--- src/rtl/vram_pkg.sv ---
`default_nettype none
// ============================================================================
// Module   : vram_pkg
// Purpose  : Shared op encodings, timing defaults and FSM state type for the
//            VRAM burst engine and its cycle timer.
// Revision : 1.0 - initial release
// ============================================================================
package vram_pkg;

    localparam logic [1:0] VRAM_OP_READ    = 2'b00;
    localparam logic [1:0] VRAM_OP_WRITE_A = 2'b01;
    localparam logic [1:0] VRAM_OP_WRITE_B = 2'b10;
    localparam logic [1:0] VRAM_OP_WRITE   = 2'b11;

    localparam int DURATION_BITS = 6;

    // Power-on defaults for a conservative 64-clock bus cycle.
    localparam int DEFAULT_ASSERT_DELAY  = 15;
    localparam int DEFAULT_SAMPLE_DELAY  = 31;
    localparam int DEFAULT_RELEASE_DELAY = 47;
    localparam int DEFAULT_DURATION      = 63;

    typedef enum logic [2:0] {
        ST_IDLE       = 3'd0,
        ST_LOAD       = 3'd1,
        ST_WAIT_WDATA = 3'd2,
        ST_CYCLE      = 3'd3,
        ST_PUSH       = 3'd4,
        ST_NEXT       = 3'd5,
        ST_FINISH     = 3'd6
    } vram_state_t;

    function automatic logic is_write_op(input logic [1:0] op);
        return op != VRAM_OP_READ;
    endfunction

endpackage
`default_nettype wire

--- src/rtl/vram_cycle_timer.sv ---
`default_nettype none
// ============================================================================
// Module   : vram_cycle_timer
// Purpose  : Times one VRAM bus cycle: strobe window, sample point and end.
// Revision : 1.0 - initial release
// ============================================================================
module vram_cycle_timer #(
    parameter int DURATION_BITS = vram_pkg::DURATION_BITS
) (
    input  logic                     clk,
    input  logic                     rst,
    input  logic                     go,
    input  logic [DURATION_BITS-1:0] assert_delay,
    input  logic [DURATION_BITS-1:0] sample_delay,
    input  logic [DURATION_BITS-1:0] release_delay,
    input  logic [DURATION_BITS-1:0] duration,
    output logic                     strobe_active,
    output logic                     sample_pulse,
    output logic                     cycle_done
);

    logic [DURATION_BITS-1:0] r_cnt;

    // Counter sits at zero whenever go is low so each cycle starts fresh.
    always_ff @(posedge clk) begin
        if (rst) begin
            r_cnt <= '0;
        end else if (!go || cycle_done) begin
            r_cnt <= '0;
        end else begin
            r_cnt <= r_cnt + DURATION_BITS'(1);
        end
    end

    assign strobe_active = go && (r_cnt >= assert_delay) && (r_cnt < release_delay);
    assign sample_pulse  = go && (r_cnt == sample_delay);
    assign cycle_done    = go && (r_cnt == duration);

endmodule
`default_nettype wire

--- src/rtl/vram_burst_engine.sv ---
`default_nettype none
// ============================================================================
// Module   : vram_burst_engine
// Purpose  : Runs N back-to-back VRAM read/write bus cycles from one start
//            command. Optional macro VRAM_BURST_ADDR_STEP_EN adds addr_step_i.
// Revision : 1.0 - initial release
// ============================================================================
module vram_burst_engine #(
    parameter int DURATION_BITS = vram_pkg::DURATION_BITS,
    parameter int COUNT_BITS    = 8
) (
    input  logic                     clock,
    input  logic                     reset,
    input  logic                     start_i,
    input  logic [1:0]               op_i,
    input  logic [14:0]              addr_i,
    input  logic [COUNT_BITS-1:0]    count_i,
    input  logic [DURATION_BITS-1:0] assert_delay_i,
    input  logic [DURATION_BITS-1:0] sample_delay_i,
    input  logic [DURATION_BITS-1:0] release_delay_i,
    input  logic [DURATION_BITS-1:0] duration_i,
`ifdef VRAM_BURST_ADDR_STEP_EN
    input  logic [7:0]               addr_step_i,
`endif
    input  logic                     abort_i,
    input  logic [15:0]              wdata_i,
    input  logic                     wvalid_i,
    output logic                     wready_o,
    output logic [15:0]              rdata_o,
    output logic                     rvalid_o,
    input  logic                     rready_i,
    output logic                     busy_o,
    output logic                     done_o,
    output logic                     error_timing_o,
    output logic                     vrd_n_o,
    output logic                     vawr_n_o,
    output logic                     vbwr_n_o,
    output logic                     va14_o,
    output logic [13:0]              vaa_o,
    output logic [13:0]              vab_o,
    output logic                     lvl_vd_dir_o,
    output logic                     vd_tristate_o,
    input  logic [7:0]               vda_i,
    input  logic [7:0]               vdb_i,
    output logic [7:0]               vda_o,
    output logic [7:0]               vdb_o
);

    import vram_pkg::*;

    vram_state_t               r_state;
    vram_state_t               w_next_state;
    logic [1:0]                r_op;
    logic [14:0]               r_addr;
    logic [COUNT_BITS-1:0]     r_remaining;
    logic [DURATION_BITS-1:0]  r_assert;
    logic [DURATION_BITS-1:0]  r_sample;
    logic [DURATION_BITS-1:0]  r_release;
    logic [DURATION_BITS-1:0]  r_duration;
    logic [15:0]               r_wdata;
    logic [15:0]               r_rdata;
    logic                      r_abort_seen;
    logic                      r_error;
    logic                      r_err_done;
    logic [14:0]               w_step;

    logic w_timing_legal;
    logic w_start_accept;
    logic w_is_write;
    logic w_in_cycle;
    logic w_strobe_active;
    logic w_sample_pulse;
    logic w_cycle_done;
    logic w_last;
    logic w_drive_data;

`ifdef VRAM_BURST_ADDR_STEP_EN
    logic [7:0] r_step;
    assign w_step = {7'd0, r_step};
`else
    assign w_step = 15'd1;
`endif

    assign w_timing_legal = (assert_delay_i < sample_delay_i)
                         && (sample_delay_i < release_delay_i)
                         && (release_delay_i <= duration_i);
    assign w_start_accept = (r_state == ST_IDLE) && start_i;
    assign w_is_write     = is_write_op(r_op);
    assign w_in_cycle     = (r_state == ST_CYCLE);
    assign w_last         = (r_remaining == COUNT_BITS'(1)) || r_abort_seen || abort_i;

    vram_cycle_timer #(
        .DURATION_BITS (DURATION_BITS)
    ) u_timer (
        .clk           (clock),
        .rst           (reset),
        .go            (w_in_cycle),
        .assert_delay  (r_assert),
        .sample_delay  (r_sample),
        .release_delay (r_release),
        .duration      (r_duration),
        .strobe_active (w_strobe_active),
        .sample_pulse  (w_sample_pulse),
        .cycle_done    (w_cycle_done)
    );

    always_comb begin
        w_next_state = r_state;
        unique case (r_state)
            ST_IDLE: begin
                if (start_i && w_timing_legal) begin
                    w_next_state = ST_LOAD;
                end
            end
            ST_LOAD: begin
                w_next_state = w_is_write ? ST_WAIT_WDATA : ST_CYCLE;
            end
            ST_WAIT_WDATA: begin
                if (wvalid_i) begin
                    w_next_state = ST_CYCLE;
                end
            end
            ST_CYCLE: begin
                if (w_cycle_done) begin
                    w_next_state = w_is_write ? ST_NEXT : ST_PUSH;
                end
            end
            ST_PUSH: begin
                if (rready_i) begin
                    w_next_state = ST_NEXT;
                end
            end
            ST_NEXT: begin
                if (w_last) begin
                    w_next_state = ST_FINISH;
                end else begin
                    w_next_state = w_is_write ? ST_WAIT_WDATA : ST_CYCLE;
                end
            end
            ST_FINISH: begin
                w_next_state = ST_IDLE;
            end
            default: begin
                w_next_state = ST_IDLE;
            end
        endcase
    end

    always_ff @(posedge clock) begin
        if (reset) begin
            r_state      <= ST_IDLE;
            r_op         <= VRAM_OP_READ;
            r_addr       <= '0;
            r_remaining  <= '0;
            r_assert     <= '0;
            r_sample     <= '0;
            r_release    <= '0;
            r_duration   <= '0;
            r_wdata      <= '0;
            r_rdata      <= '0;
            r_abort_seen <= 1'b0;
            r_error      <= 1'b0;
            r_err_done   <= 1'b0;
        end else begin
            r_state    <= w_next_state;
            r_err_done <= 1'b0;

            // Command fields are captured with the accepted start so they
            // only need to be valid alongside start_i.
            if (w_start_accept) begin
                if (w_timing_legal) begin
                    r_op        <= op_i;
                    r_addr      <= addr_i;
                    r_remaining <= count_i;
                    r_assert    <= assert_delay_i;
                    r_sample    <= sample_delay_i;
                    r_release   <= release_delay_i;
                    r_duration  <= duration_i;
                end else begin
                    r_error    <= 1'b1;
                    r_err_done <= 1'b1;
                end
            end

            if ((r_state == ST_WAIT_WDATA) && wvalid_i) begin
                r_wdata <= wdata_i;
            end

            if (w_sample_pulse && !w_is_write) begin
                r_rdata <= {vdb_i, vda_i};
            end

            if (r_state == ST_NEXT) begin
                r_addr      <= r_addr + w_step;
                r_remaining <= r_remaining - COUNT_BITS'(1);
            end

            if ((r_state == ST_IDLE) || (r_state == ST_NEXT)) begin
                r_abort_seen <= 1'b0;
            end else if (abort_i) begin
                r_abort_seen <= 1'b1;
            end
        end
    end

`ifdef VRAM_BURST_ADDR_STEP_EN
    always_ff @(posedge clock) begin
        if (reset) begin
            r_step <= 8'd0;
        end else if (w_start_accept && w_timing_legal) begin
            r_step <= addr_step_i;
        end
    end
`endif

    assign w_drive_data   = w_in_cycle && w_is_write;

    assign wready_o       = (r_state == ST_WAIT_WDATA) && wvalid_i;
    assign rvalid_o       = (r_state == ST_PUSH);
    assign rdata_o        = r_rdata;
    assign busy_o         = (r_state != ST_IDLE);
    assign done_o         = (r_state == ST_FINISH) || r_err_done;
    assign error_timing_o = r_error;

    // Read and write strobes are mutually exclusive by op decode.
    assign vrd_n_o        = !(w_strobe_active && !w_is_write);
    assign vawr_n_o       = !(w_strobe_active && w_is_write && r_op[0]);
    assign vbwr_n_o       = !(w_strobe_active && w_is_write && r_op[1]);

    assign va14_o         = busy_o ? r_addr[14]   : 1'b0;
    assign vaa_o          = busy_o ? r_addr[13:0] : 14'd0;
    assign vab_o          = busy_o ? r_addr[13:0] : 14'd0;

    assign lvl_vd_dir_o   = w_drive_data;
    assign vd_tristate_o  = !w_drive_data;
    assign vda_o          = w_drive_data ? r_wdata[7:0]  : 8'd0;
    assign vdb_o          = w_drive_data ? r_wdata[15:8] : 8'd0;

endmodule
`default_nettype wire

--- config.mk ---
export PLATFORM = sky130hd
export DESIGN_NAME = vram_burst_engine
export DESIGN_NICKNAME = d
export VERILOG_FILES = /design/src/rtl/vram_pkg.sv /design/src/rtl/vram_cycle_timer.sv /design/src/rtl/vram_burst_engine.sv
export SDC_FILE = /design/constraint.sdc
export NUM_CORES = 1
export LEC_CHECK = 0
export ABC_AREA = 1
export BUFFER_PORTS_ARGS = -buffer_cell sky130_fd_sc_hd__buf_2
export CAP_MARGIN = 25
export CELL_PAD_IN_SITES_DETAIL_PLACEMENT = 1
export CELL_PAD_IN_SITES_GLOBAL_PLACEMENT = 1
export CORE_UTILIZATION = 36
export CTS_BUF_LIST = sky130_fd_sc_hd__clkbuf_16
export CTS_CLUSTER_SIZE = 8
export DETAILED_ROUTE_END_ITERATION = 8
export PLACE_DENSITY_LB_ADDON = 0.1
export SETUP_SLACK_MARGIN = 0.02
export SYNTH_ARGS = -nofsm -noshare
export SYNTH_HDL_FRONTEND = slang
export SYNTH_SLANG_ARGS = --single-unit
--- constraint.sdc ---
create_clock -name clock -period 2.1 [get_ports clock]
set_input_delay 0.105 -clock clock [delete_from_list [all_inputs] [get_ports clock]]
set_output_delay 0.105 -clock clock [all_outputs]
set_load 0.02 [all_outputs]
* After elaboration in Yosys (flattened, before gate mapping) *
Cells that the tools add are included.

word-level totals
  output and inout port bits = 71
  input port bits = 87
  bits in registers = 93

operators by class
  order comparisons = 5
  add/subtract/negate cells = 3
  muxes and demuxes = 19
  reduce and logical (&&, ||, !) cells = 38
  equal/unequal tests = 13
  bitwise logic cells = 2

operators with widths
  cell                                              count
  two-way mux 15 bit                                3
  two-way mux 8 bit                                 5
  less-than comparator 6 bit                        3
  one-hot mux 3 bit (6 select lines)                1
  adder 15 x 1 -> 15 bit, second input constant     1
  logical AND 1 bit                                 15
  two-way mux 3 bit                                 5
  two-way mux 14 bit                                1
  == test 6 bit                                     2
  == test 3 bit, second input constant              3
  == test 8 x 1 -> 1 bit, second input constant     1
  subtractor 8 x 1 -> 8 bit, second input constant  1
  adder 6 x 1 -> 6 bit, second input constant       1
  == test 3 x 2 -> 1 bit, second input constant     2
  greater-or-equal comparator 6 bit                 1
  less-or-equal comparator 6 bit                    1
  zero test 1 bit                                   6
  inequality test 2 bit, second input constant      3
  AND reduction 2 bit                               3
  nonzero test 2 bit                                3
  OR reduction 2 bit                                3
  logical OR 1 bit                                  5
  two-way mux 1 bit                                 4
  AND reduction 4 bit                               1
  5 further kinds                                   6

* Depth between registers and ports, before layout *
Gate-level depths: netlist (run 1).

  depth in word-level cells = 6
  depth in mapped cells = 13
  mapped depth without buffers = 12

* Cells and area by module *
Synthesis (run 1) repeated with hierarchy kept, for this count alone.

unflattened totals
  cells, all modules = 796
  area, all modules = 5297.6 sq um

by module, submodules not included
  module             sequential area each (sq um)  instances  cells an instance  area an instance (sq um)
  vram_burst_engine  1741.7                        1          670                4539.4
  vram_cycle_timer   120.1                         1          126                758.2

* Least setup slack after synthesis (run 1) *
Ideal clock, no wire load.

  kind = input port to flip-flop
  from = in release_delay_i[5]
  to = reg r_remaining[5]
  arrival = 1.693 ns
  buffers on the path = 1
  cell stages on the path = 13
  library setup time = 0.116 ns
  data required time = 1.984 ns
  setup slack = 0.291 ns
  cell sequence = inv_1 -> ha_1 -> nand2_1 -> inv_1 -> a21oi_1 -> nand2_1 -> nor2_1 -> nand3_2 -> nand2_2 -> clkinv_1 -> buf_2 -> nor2_1 -> nor2_1

on the way
  cells in the longest elaborated chain, start to end = 5

RTL lines
  item                                      line                      source
  start: declaration                        vram_burst_engine.sv:20   input logic [DURATION_BITS-1:0] release_delay_i,
  less-than comparator 6 bit                vram_burst_engine.sv:85   && (sample_delay_i < release_delay_i)
  logical AND 1 bit                         vram_burst_engine.sv:85
  logical AND 1 bit (*)                     vram_burst_engine.sv:86   && (release_delay_i <= duration_i);
  nonzero test 2 bit (no source line) (*)   -
  AND reduction 2 bit (no source line) (*)  -
  end signal: assignment                    vram_burst_engine.sv:174  r_remaining <= count_i;
  end signal: assignment                    vram_burst_engine.sv:195  r_remaining <= r_remaining - COUNT_BITS'(1);
  end: declaration                          vram_burst_engine.sv:55   logic [COUNT_BITS-1:0] r_remaining;

Mark *: on every way between the ends. The rest lies on a longest branch, timed or not.
A chain may end at the register's enable or synchronous reset.

* Final worst setup path (run 1) *
  from = reg u_timer.r_cnt[0]
  to = out vawr_n_o

on the way
  cells in the longest elaborated chain, start to end = 6

RTL lines
  item                                 line                      source
  start: declaration                   vram_cycle_timer.sv:22    logic [DURATION_BITS-1:0] r_cnt;
  start signal: assignment             vram_cycle_timer.sv:31    r_cnt <= r_cnt + DURATION_BITS'(1);
  greater-or-equal comparator 6 bit    vram_cycle_timer.sv:35    assign strobe_active = go && (r_cnt >= assert_delay) && (r_cnt < release_delay);
  logical AND 1 bit                    vram_cycle_timer.sv:35
  logical AND 1 bit (*)                vram_cycle_timer.sv:35
  logical AND 1 bit (*) (2 in series)  vram_burst_engine.sv:227  assign vawr_n_o = !(w_strobe_active && w_is_write && r_op[0]);
  zero test 1 bit (*)                  vram_burst_engine.sv:227
  end: declaration                     vram_burst_engine.sv:36   output logic vawr_n_o,

Marked as above.

==> reports/results.txt, run 1 <==
The run gives 14040 µm² as the floorplan core area. The run finished with clean final reports. The cell count after synthesis came out at 769. The count of final max-slew check failures is 0. Across the routed clock network, the largest skew measured is 10.04 ps. The die is 122.5 µm tall. The synthesized area divided by synthesized cell count came out at 6.798 µm². For this design the static power due to leakage is 3.179 nW. The count of inserted antenna diode cells is 0, and the number of buffers on the longest clock path is 2.

Setup repair after global routing could not meet its margin everywhere. Async set or reset register ratio after synthesis: 0%. Along the worst path, the maximum fanout reaches 3.

STA classifies the critical path endpoint as a primary output. After synthesis the netlist holds a flip-flop and latch count of 93. The required time of the critical path came out at 2000 ps. The tools report the number of hold violations in the final report as 0.

The worst setup path is of the register to primary output kind. The synthesized netlist devotes 18.74% of its cell area to compound gates. In the post-synthesis netlist, the cell with the most instances is nor2_1. Clock transition at the registers of the reported paths: 70 ps.

After Yosys synthesis, and, or, nand and nor cells account for 24.39% of the synthesized area. The detailed router used layers up to and including met4. The portion of synthesized area spent on multiplexers is 0.2154%. The min-delay analysis places its worst path in the category primary input to register. The initial antenna violation count is 0, and the adder-cell share of the synthesized area is 7.420%.

The number of nets in the synthesized netlist is 887. The logs give 496.9 MHz for the maximum clock rate and 93 for the CTS sink count. CTS built an H-tree with a depth of 3. TritonCTS built the clock tree. Largest delay contributor family on the critical path: compound AO/OA/AOI/OAI gates. The aggregate global routing overflow was 0. The combinational family with the most area after synthesis was simple AND/OR/NAND/NOR gates. After detailed routing, the number of vias per cell comes to 4.967. The tool flagged a number of max-cap violations equal to 0. In the final design database the tool counted 1042 nets. The largest single stage delay on the critical path is 350 ps. After synthesis, the cell types taking the most area are dfxtp_1, nor2_1, nand2_1.

For the number of unique standard cell types used by synthesis, the log shows 39. The biggest area contributor in the post-synthesis netlist is dfxtp_1. The worst-case IR drop observed on VDD is 0.0003391 V. The number of ports placed on the die boundary was 158.

The run gives 0 as the number of failing setup endpoints in the final timing report. The synthesized design contains 0 enable-type register cells. Walking the worst path, the cells encountered are inv_2 -> ha_4 -> inv_2 -> nand2_2 -> a21oi_2 -> o21ai_1 -> a21oi_1 -> o21bai_1 -> nand4_1 -> buf_4. Including well taps, the total number of placed cells is 1080. The minimum clock period after layout came out at 2012 ps. Detailed-router iteration count before antenna repair: 4.

The tools report the area of the die as 15010 µm². The most common flop cell mapped by yosys is dfxtp_1. Area growth from synthesis to layout: 26.85%.

The register area share after synthesis came out at 35.62%. In the synthesized netlist, the cells that appear most often are nor2_1, nand2_1, inv_1. Headroom to the max-slew limit came out at 65.41%. Buffers placed on the I/O ports in this run total 157. Once placement finished, the instance area stood at 6178 µm². After floorplanning, the core was divided into 43 placement rows.

The detailed router finished its first iteration with 217 violations. The final cycle utilization of the critical path was 95.83%; the wire length on met1 was 8.057 mm. The run gives 6631 µm² as the area of all placed cells without fillers.

The later pin in the worst-skew pair is clocked with a latency of 350 ps. For this run, design rule violations remaining after detail routing come to 0. Detailed placement ended at an HPWL of 12.37 mm. The finished layout holds 1109 standard cells, fillers aside. Root cell of the clock tree: clkbuf_16. The total vias in the final route is 5508.

The initial core utilization is 37.23%. For the share of the core filled with cells, the log shows 47.22%. After detailed routing, the average wire length per cell comes to 15.03 µm.

Total power per unit cell area: 700.9 nW/µm². By instance count, the cell type seen most on the critical path is inv_2. Among all stages on the critical path, the largest delay is contributed by dfxtp_2. Yosys printed 0 warnings.

The run gives 5561 as the via count of the first global-routing pass. The worst setup path is launched from a register. Once detail routing completed, the nets flagged for antenna violations numbered 0. Routed length on met3: 651 µm. In this run the cell area of the synthesized design comes to 5228 µm². The final weighted congestion in routability-driven placement was 0.8306. Endpoint arrival time on the critical path: 1910 ps.

The tools report the maximum number of pins on one net before global-route repair as 56. Global routing consumed, over all layers together, 22.81% of the routing resources. Summed over its instances, the top area cell type makes up 35.62% of the synthesized netlist area. Transition time of the tightest slew-check pin: 518.8 ps. Wires add up to 16.67 mm.

The fraction of layout cells with a size suffix above 1 was 23.47%; the routed length on met2 was 7.721 mm. Global-route wire length before repair: 26.78 mm. Summing the areas of all xor and xnor instances in the mapped netlist gives 1.843% of the synthesized area.

In this run, CTS created clock tree buffers numbering 9. Counting both buffers and inverters, the worst setup path holds a total of 3. The die outline width came out at 122.5 µm.
==> timing repair <==
item,in CTS,in global routing
resized for setup,6,6
pin swaps,4,5
hold endpoints to repair,12,0
hold buffers,12,0
setup buffers,0,1
setup endpoints to repair,3,3
==> layout make-up <==
| class | count | area, µm² |
|---|---|---|
| repair buffers | 189 | 1102 |
| clock buffers | 9 | 225.2 |
| clock inverters | 7 | 68.82 |
| flip-flops and latches | 93 | 1866 |
| multi-input cells | 531 | 2769 |
| inverters | 100 | 375.4 |
| fillers | 1871 | 7411 |
| well taps | 180 | 225.2 |
==> cells in the final DEF, fill, tap and decap left out, types with 9 or more instances in the layout <==
cell type / Yosys / final
xor2_1: 9 / 9
buf_4: 15 / 18
clkbuf_16: 0 / 9
nand2_1: 118 / 117
ha_1: 31 / 30
nand4_1: 9 / 9
dlygate4sd3_1: 0 / 12
nor3_1: 10 / 10
inv_1: 95 / 93
dfxtp_1: 93 / 90
nand3_1: 31 / 31
buf_2: 6 / 155
o21ai_1: 10 / 11
nor2_1: 122 / 122
a21oi_1: 80 / 79
o21ai_0: 80 / 79
==> power by group <==
part           internal [mW]  total [mW]  switching (mW)  leakage (nW)
Clock                  0.835        1.63           0.794         0.143
Sequential              1.89        1.99          0.0990         0.756
Combinational          0.388        1.03           0.643          2.28
Total                   3.11        4.65            1.54          3.18
==> routing by layer <==
metal	vias to the layer above	global-route usage, %
li1	2792	-
met1	2561	30.49
met2	135	37.75
met3	20	2.928
met4	0	7.546
met5	-	0
==> sequential cells by signal (all words and copies together), names as in the netlist, 2 cells and up <==
name           cells
r_op               2
r_assert           6
r_state            3
r_release          6
r_addr            15
rdata_o           16
u_timer.r_cnt      6
r_remaining        8
r_sample           6
r_duration         6
r_wdata           16
==> final timing paths <==
check,slack (ps),from,cells after the start,endpoint
setup reg to reg,310,u_timer.r_cnt[3],7,rdata_o[12]
setup / recovery,90,u_timer.r_cnt[0],10,vawr_n_o
hold reg to reg,460,r_wdata[7],2,r_wdata[7]
hold / removal,9,vdb_i[2],3,rdata_o[10]
==> through the flow <==
step	setup slack [ps]	hold WS, ps	setup TNS, ps	power, mW
after floorplan	291.2	248.8	0	2.656
after global placement	185.6	340.8	0	2.988
after detailed placement	70.70	357.3	0	3.028
after CTS	23.12	0.2613	0	4.705
after global routing	-44.71	1.154	-103.8	4.905
final	87.64	9.037	0	4.648
==> worst reg2reg max path, stage by stage (launching register included) <==
cell,delay (ps)
dfxtp_1,370
inv_1,130
nand2_1,80
o21ai_0,140
nor4_4,370
nand2_2,270
o21ai_0,270
nor2_1,60
==> cells by family (layout without fill, tap and decap cells) <==
logic type,after synthesis,count (layout)
buf+inv,145,305
fa+ha+maj,31,31
simple gates,303,303
compound gates,185,185
flops,93,93
xor+xnor,11,11
mux,1,1
Power figures use the tool's default switching activity.
==> inputs of run 2 (changes only) <==
CORE_UTILIZATION = 32   (was 36)
clock period = 1.7 ns   (was 2.1 ns; I/O delays follow)
==> reports/results.txt, run 2 (same netlist as run 1, synthesis figures left out) <==
The half-perimeter wire length of the detailed placement result was 13.24 mm (+7.0%). The slack of the critical path came out at -322.3 ps (-410.0 ps). The logs give 60 ps (-250 ps) for the slack of the worst reg-to-reg path and 9 (unchanged) for the number of CTS-inserted buffers. Number of failing setup endpoints in the final timing report: 3 (+3). The final net count is 1102 (+5.8%), and the residual antenna-violating net count after detailed routing is 0 (unchanged). The CTS sink count is 93 (unchanged).

The global-route wire length before repair came out at 28.15 mm (+5.1%). The detailed-route vias per instance came out at 4.913 (-1.1%). The most common cell after layout, fill and taps aside was buf_2. The total power per unit cell area came out at 792.4 nW/µm² (+13%). The cell area after placement was 6455 µm² (+4.5%). The flow ran to the end, but the final reports show violations.

The final routed wire length divided by cell count is 16.13 µm (+7.3%), and the clock group share of total power is 33.4% (-1.7 points). Based on the critical path, the design can be clocked at up to 494.5 MHz. For the area of the multi-input gates, the log shows 3038 µm² (+9.7%). The library cells used most frequently in the layout, excluding fill and tap cells, are buf_2, nand2_1, nor2_1. The transition time of the tightest slew-check pin is 381.7 ps (-137.1 ps). The logs give 74.28% (+8.9 points) for the worst slew margin relative to its limit and 1940 ps (+30 ps) for the endpoint arrival time on the critical path. The post-route worst hold slack came out at -4.707 ps (-13.74 ps).

By startpoint and endpoint, the worst setup path is classified as register to primary output. The tree is rooted in a clkbuf_16. The critical path goes through inv_2 -> ha_4 -> inv_2 -> nand2_2 -> a21oi_2 -> o21ai_1 -> a21oi_1 -> o21bai_2 -> nand4_1 -> buf_4. Aggregate global routing overflow: 0 (unchanged). The total track usage was 21.36% (-1.4 points); the clock transition at the registers of the reported paths was 70 ps (about the same). Clock latency on the worst-skew pair: 350 ps (about the same). The fraction of layout cells with a size suffix above 1 came out at 33.27% (+9.8 points). The checks that failed: negative hold slack, negative setup slack. The switching fraction of total power was 32.20% (-0.86 points); the overall die height was 129.8 µm (+6.0%). The number of hold violations in the final report was 1 (+1); the final standard cell count with taps included and fillers excluded was 1205 (+8.7%).

The longest individual stage delay on the worst path was 370 ps (+20 ps). The sequential fraction of design power was 40.0% (-2.7 points). Via count of the first global-routing pass: 5748 (+3.4%). For the area of the die, the log shows 16850 µm² (+12%). The count of inserted antenna diode cells was 0 (unchanged). For the initial core utilization, the log shows 32.79% (-4.4 points).

The number of buffer cells added on primary ports came out at 157 (unchanged). The logs give 15940 µm² (+14%) for the floorplan core area and 46 (+7.0%) for the row count. The setup clock skew after layout was 6.910 ps (-3.133 ps). The portion of total power attributed to combinational logic was 26.6% (+4.4 points); the required time of the critical path was 1620 ps (-380 ps). STA classifies the critical path endpoint as a primary output.

Highest-delay cell along the critical path: dfxtp_2. The number of buffers on the longest clock path was 2 (unchanged); the die outline width was 129.8 µm (+6.0%). The reported leakage power was 3.582 nW (+13%); the final weighted congestion in routability-driven placement was 0.8479 (+2.1%). The area growth from synthesis to layout came out at 48.04%. Setup repair after global routing could not meet its margin everywhere. By instance count, the cell type seen most on the critical path is inv_2.

Initial antenna violation count: 0 (unchanged). Sort of element at the start of the critical path: a register. The switching power is 1.975 mW (+28%), and the largest vdd supply drop is 0.0005092 V (+50%).

The final critical path takes up 119.0% of the cycle. The total internal power was 4.158 mW (+34%). The share of the core filled with cells was 48.54% (+1.3 points).

Flip-flop and latch area: 1888 µm² (+1.2%). The largest fanout on the critical path is 3 (unchanged), and the minimum clock period after layout is 2022 ps. Fill cell total of the finished layout: 2043 (+9.2%). The total of max-cap violations was 0 (unchanged); the count of final max-slew check failures was 0 (unchanged). The tools report the maximum number of pins on one net before global-route repair as 40 (-29%). Area of all placed cells without fillers: 7739 µm² (+17%).

Number of DRC violations after detailed-routing iteration 0: 229 (+5.5%). TritonCTS built the clock tree. Worst hold-check path type: primary input to register. The run gives 1147 (+6.2%) as the post-placement cell count.

The total vias in the final route is 5920 (+7.5%), and the final wirelength is 19.44 mm (+17%). The number of ports placed on the die boundary is 158 (unchanged), and the detailed-router iteration count before antenna repair is 4 (unchanged). The logs give 3 (unchanged) for the H-tree depth and 0 (unchanged) for the detailed-route DRC error count.
==> run 2: cell types whose count changed in the layout (fill, tap and decap cells not counted), sizes merged <==
cell / before / now
buf: 177 / 225
clkinv: 4 / 2
clkbuf: 9 / 16
bufinv: 0 / 1
dlygate4sd3: 12 / 16
clkinvlp: 1 / 2
nand2: 121 / 122
==> run 2: layout make-up <==
class / count / area share, %
multi-input cells: 532 / 39.26
well taps: 216 / 3.492
clock buffers: 9 / 2.910
clock inverters: 7 / 0.8569
inverters: 100 / 5.044
repair buffers: 248 / 24.04
flip-flops and latches: 93 / 24.40
==> run 2: worst paths after layout <==
kind / from / endpoint / cells after the start
hold reg to reg: rdata_o[3] / rdata_o[3] / 2
hold / removal: vdb_i[7] / rdata_o[15] / 3
setup / recovery: u_timer.r_cnt[0] / vbwr_n_o / 10
setup reg to reg: r_state[0] / rdata_o[10] / 9
==> run 2: what timing repair did <==
action | CTS | global route
pin swaps | 10 | 24
endpoints found under the setup margin | 69 | 115
endpoints found under the hold margin | 13 | 3
setup buffers | 6 | 11
cloned | 1 | 9
gates resized for setup | 32 | 132
hold buffers | 13 | 3
==> run 2: layer usage <==
layer  track usage [%]  routed length [µm]
met2             36.05                9431
met5                 0                   0
met1             28.22                8886
met3             2.665                 850
met4             6.977                 269
==> run 2: power by group through the flow <==
stage / sequential (mW) / combinational, mW / clock (mW)
2_1_floorplan: 2.48 / 0.803 / 0
3_3_place_gp: 2.49 / 1.26 / 0
3_5_place_dp: 2.50 / 1.31 / 0
4_1_cts: 2.44 / 1.40 / 2.08
5_1_grt: 2.47 / 1.81 / 2.19
6_report: 2.45 / 1.63 / 2.05
==> run 2: per-stage QoR <==
step | worst slack (ps) | setup TNS [ps] | power (mW)
3_5_place_dp | -200.9 | -6986 | 3.805
4_1_cts | -367.7 | -1065 | 5.917
3_3_place_gp | -136.5 | -2728 | 3.758
2_1_floorplan | -8.204 | -66.72 | 3.287
5_1_grt | -396.8 | -1597 | 6.468
6_report | -322.3 | -927.8 | 6.132
==> run 2: worst max-delay path: cells and delay by family (launching register included) <==
family          cells  cell delay (ps)
compound gates      4              450
fa+ha+maj           1              260
buf+inv             3              280
flops               1              370
simple gates        2              220
==> inputs of run 3 (changes only) <==
CTS_CLUSTER_SIZE = 30   (was 8)
SETUP_SLACK_MARGIN = 0.2   (was 0.02)
==> reports/results.txt, run 3 (same netlist as run 1, synthesis figures left out) <==
The via count of the first global-routing pass is 6565 (+14%), and the total of max-cap violations is 0 (unchanged). The number of cells on the worst hold path is 3 (unchanged). The logs give 465.0 MHz (-6.0%) for the maximum clock rate and 2070 ps (+130 ps) for the endpoint arrival time on the critical path. The number of ports placed on the die boundary came out at 158 (unchanged). The root cell of the clock tree is clkbuf_16. The path with the worst hold slack has its endpoint at r_assert[0]. The critical setup path kind is register to primary output. Worst flop-to-flop path startpoint: r_state[0]. The tools report the endpoint of the worst register-to-register path as r_addr[5]. The count of final max-slew check failures was 0 (unchanged). The count of inserted antenna diode cells is 0 (unchanged).

The run gives 1620 ps (about the same) as the required time of the critical path. The fill cell total of the finished layout is 1865 (-8.7%), and the area growth from synthesis to layout is 83.27%. The final routed wire length divided by cell count came out at 20.03 µm (+24%). Row count: 46 (unchanged). The overall die height was 129.8 µm (unchanged). The logs give -85.10 ps (+115.8 ps) for the post-placement worst setup slack and 360 ps (about the same) for the clock latency on the worst-skew pair. The H-tree depth is 3 (unchanged), and the number of DRC violations after detailed-routing iteration 0 is 268 (+17%).

The depth of the worst register-to-register path is 13 (+4). Clock transition at the registers of the reported paths: 70 ps (about the same). The most common cell after layout, fill and taps aside is buf_2.

The aggregate global routing overflow is 0 (unchanged), and the total internal power is 4.760 mW (+14%). The flow ran to the end, but the final reports show violations. The total power per unit cell area is 773.5 nW/µm² (-2.4%), and the share of the core filled with cells is 60.09% (+12 points). The residual antenna-violating net count after detailed routing is 0 (unchanged), and the post-route worst hold slack is -0.5577 ps (+4.149 ps). Setup repair after global routing could not meet its margin everywhere. TritonCTS built the clock tree. Routed length on met3: 974 µm (+15%).

STA classifies the critical path startpoint as a register. The final reports fail on negative hold slack, negative setup slack. The initial antenna violation count was 0 (unchanged); the slack of the worst reg-to-reg path was -210 ps (-270 ps). The slack of the critical path was -450.3 ps (-128.0 ps); the number of buffer cells added on primary ports was 157 (unchanged). The CTS sink count came out at 93 (unchanged). The number of hold violations in the final report is 1 (unchanged), and the minimum clock period after layout is 2150 ps (+128.0 ps). The switching fraction of total power is 35.77% (+3.6 points). The portion of total power attributed to combinational logic came out at 37.5% (+11 points). Maximum number of pins on one net before global-route repair: 38 (-5.0%).

In the layout the commonest cells are buf_2, nand2_1, dfxtp_1. The detailed-router iteration count before antenna repair was 4 (unchanged). The clock group share of total power was 28.9% (-4.5 points).

The final cycle utilization of the critical path was 126.5% (+7.5 points); the number of CTS-inserted buffers was 9 (unchanged). The logs give 0.8239 (-2.8%) for the final weighted congestion in routability-driven placement and 33.7% (-6.3 points) for the sequential fraction of design power. The logs give 0.0006168 V (+21%) for the largest vdd supply drop and 4.022 nW (+12%) for the reported leakage power. The number of failing setup endpoints in the final timing report came out at 82 (+79). STA classifies the critical path endpoint as a primary output. The run gives 0 (unchanged) as the detailed-route DRC error count. The tools report the final wirelength as 24.68 mm (+27%). The run gives 6339 (+7.1%) as the total vias in the final route. Total power: 7.411 mW (+21%). The initial core utilization was 32.79% (unchanged). The wire length on met1 is 9.839 mm (+11%), and the setup clock skew after layout is 10.50 ps (+3.590 ps). The switching power is 2.651 mW (+34%). The number of buffers on the longest clock path was 2 (unchanged); the global-route wire length before repair was 34.20 mm (+21%).

The logs give 16850 µm² (unchanged) for the area of the die and -6970 ps (-6042 ps) for the post-route setup TNS. The transition time of the tightest slew-check pin is 704.4 ps (+322.7 ps). Signal routing reaches up to met4. The die outline width works out to 129.8 µm (unchanged).

The largest fanout on the critical path was 3 (unchanged). The final net count is 1129 (+2.5%). The startpoint identified for the worst hold timing path is assert_delay_i[0].

The routed length on met2 came out at 13.07 mm (+39%). The tightest min-delay check is of the primary input to register type. For the worst slew margin relative to its limit, the log shows 53.04% (-21 points). The fraction of layout cells with a size suffix above 1 was 49.11% (+16 points). The half-perimeter wire length of the detailed placement result is 12.87 mm (-2.8%), and the total track usage is 26.73% (+5.4 points). Floorplan core area: 15940 µm² (unchanged). The detailed-route vias per instance was 5.145 (+4.7%).
-- run 3: cell count changes in the layout (fill, tap and decap cells not counted), sizes merged --
cell         change
buf             +27
clkinv           +7
clkbuf           -6
dlygate4sd3      +3
inv              -3
clkinvlp         -2
bufbuf           +1
-- run 3: final cells by class --
class / count / area [µm²] / share of cell area (%)
Clock buffer: 9 / 225.2 / 2.351
Clock inverter: 7 / 73.82 / 0.7705
Inverter: 100 / 442.9 / 4.623
Multi-Input combinational cell: 532 / 4006 / 41.82
Sequential cell: 93 / 1882 / 19.64
Tap cell: 216 / 270.3 / 2.821
Timing Repair Buffer: 273 / 2634 / 27.49
Timing Repair inverter: 2 / 46.29 / 0.4832
-- run 3: what timing repair did --
action | in CTS | in global routing
endpoints found under the hold margin | 19 | 0
gates cloned | 16 | 1
setup endpoints to repair | 121 | 127
pin swaps | 43 | 36
hold buffers | 19 | 0
gates resized for setup | 382 | 117
setup buffers | 33 | 16
-- run 3: how the worst max path moves through the flow --
stage                           start      endpoint  slack (ps)  cells after the start
floorplan                  r_state[1]    rdata_o[0]          60                      8
global placement    sample_delay_i[5]  r_release[5]          10                     13
detailed placement  sample_delay_i[5]    r_addr[14]         -90                     14
CTS                  u_timer.r_cnt[0]       vrd_n_o        -370                     11
global route         u_timer.r_cnt[0]      vawr_n_o        -560                     11
finish               u_timer.r_cnt[0]       vrd_n_o        -450                     11
-- run 3: power by group through the flow --
stage	logic [mW]	registers [mW]	clock network, mW
after floorplan	0.843	2.49	0
after global placement	1.28	2.50	0
after detailed placement	1.32	2.50	0
after CTS	2.36	2.46	2.13
after global routing	2.93	2.51	2.24
final	2.78	2.49	2.14
-- run 3: per-layer routing --
metal | up-vias | GRT usage, %
met5 | - | 0
met4 | 0 | 9.234
met3 | 59 | 4.059
met2 | 188 | 50.83
met1 | 3115 | 30.09
li1 | 2977 | -
-- run 3: critical path: stages, from the launching register on --
cell,delay (ps)
dfxtp_2,360
inv_4,50
ha_4,270
inv_2,30
nand2_2,60
a21oi_2,70
o21ai_1,160
a21oi_1,100
o21bai_1,170
buf_4,150
nand4_1,110
buf_4,190
-- run 3: per-stage QoR --
stage / cell area (µm²) / cells
3_3_place_gp: 6459 / 1131
4_1_cts: 8989 / 1215
2_1_floorplan: 5395 / 769
5_1_grt: 9580 / 1232
3_5_place_dp: 6459 / 1131
6_report: 9580 / 1232
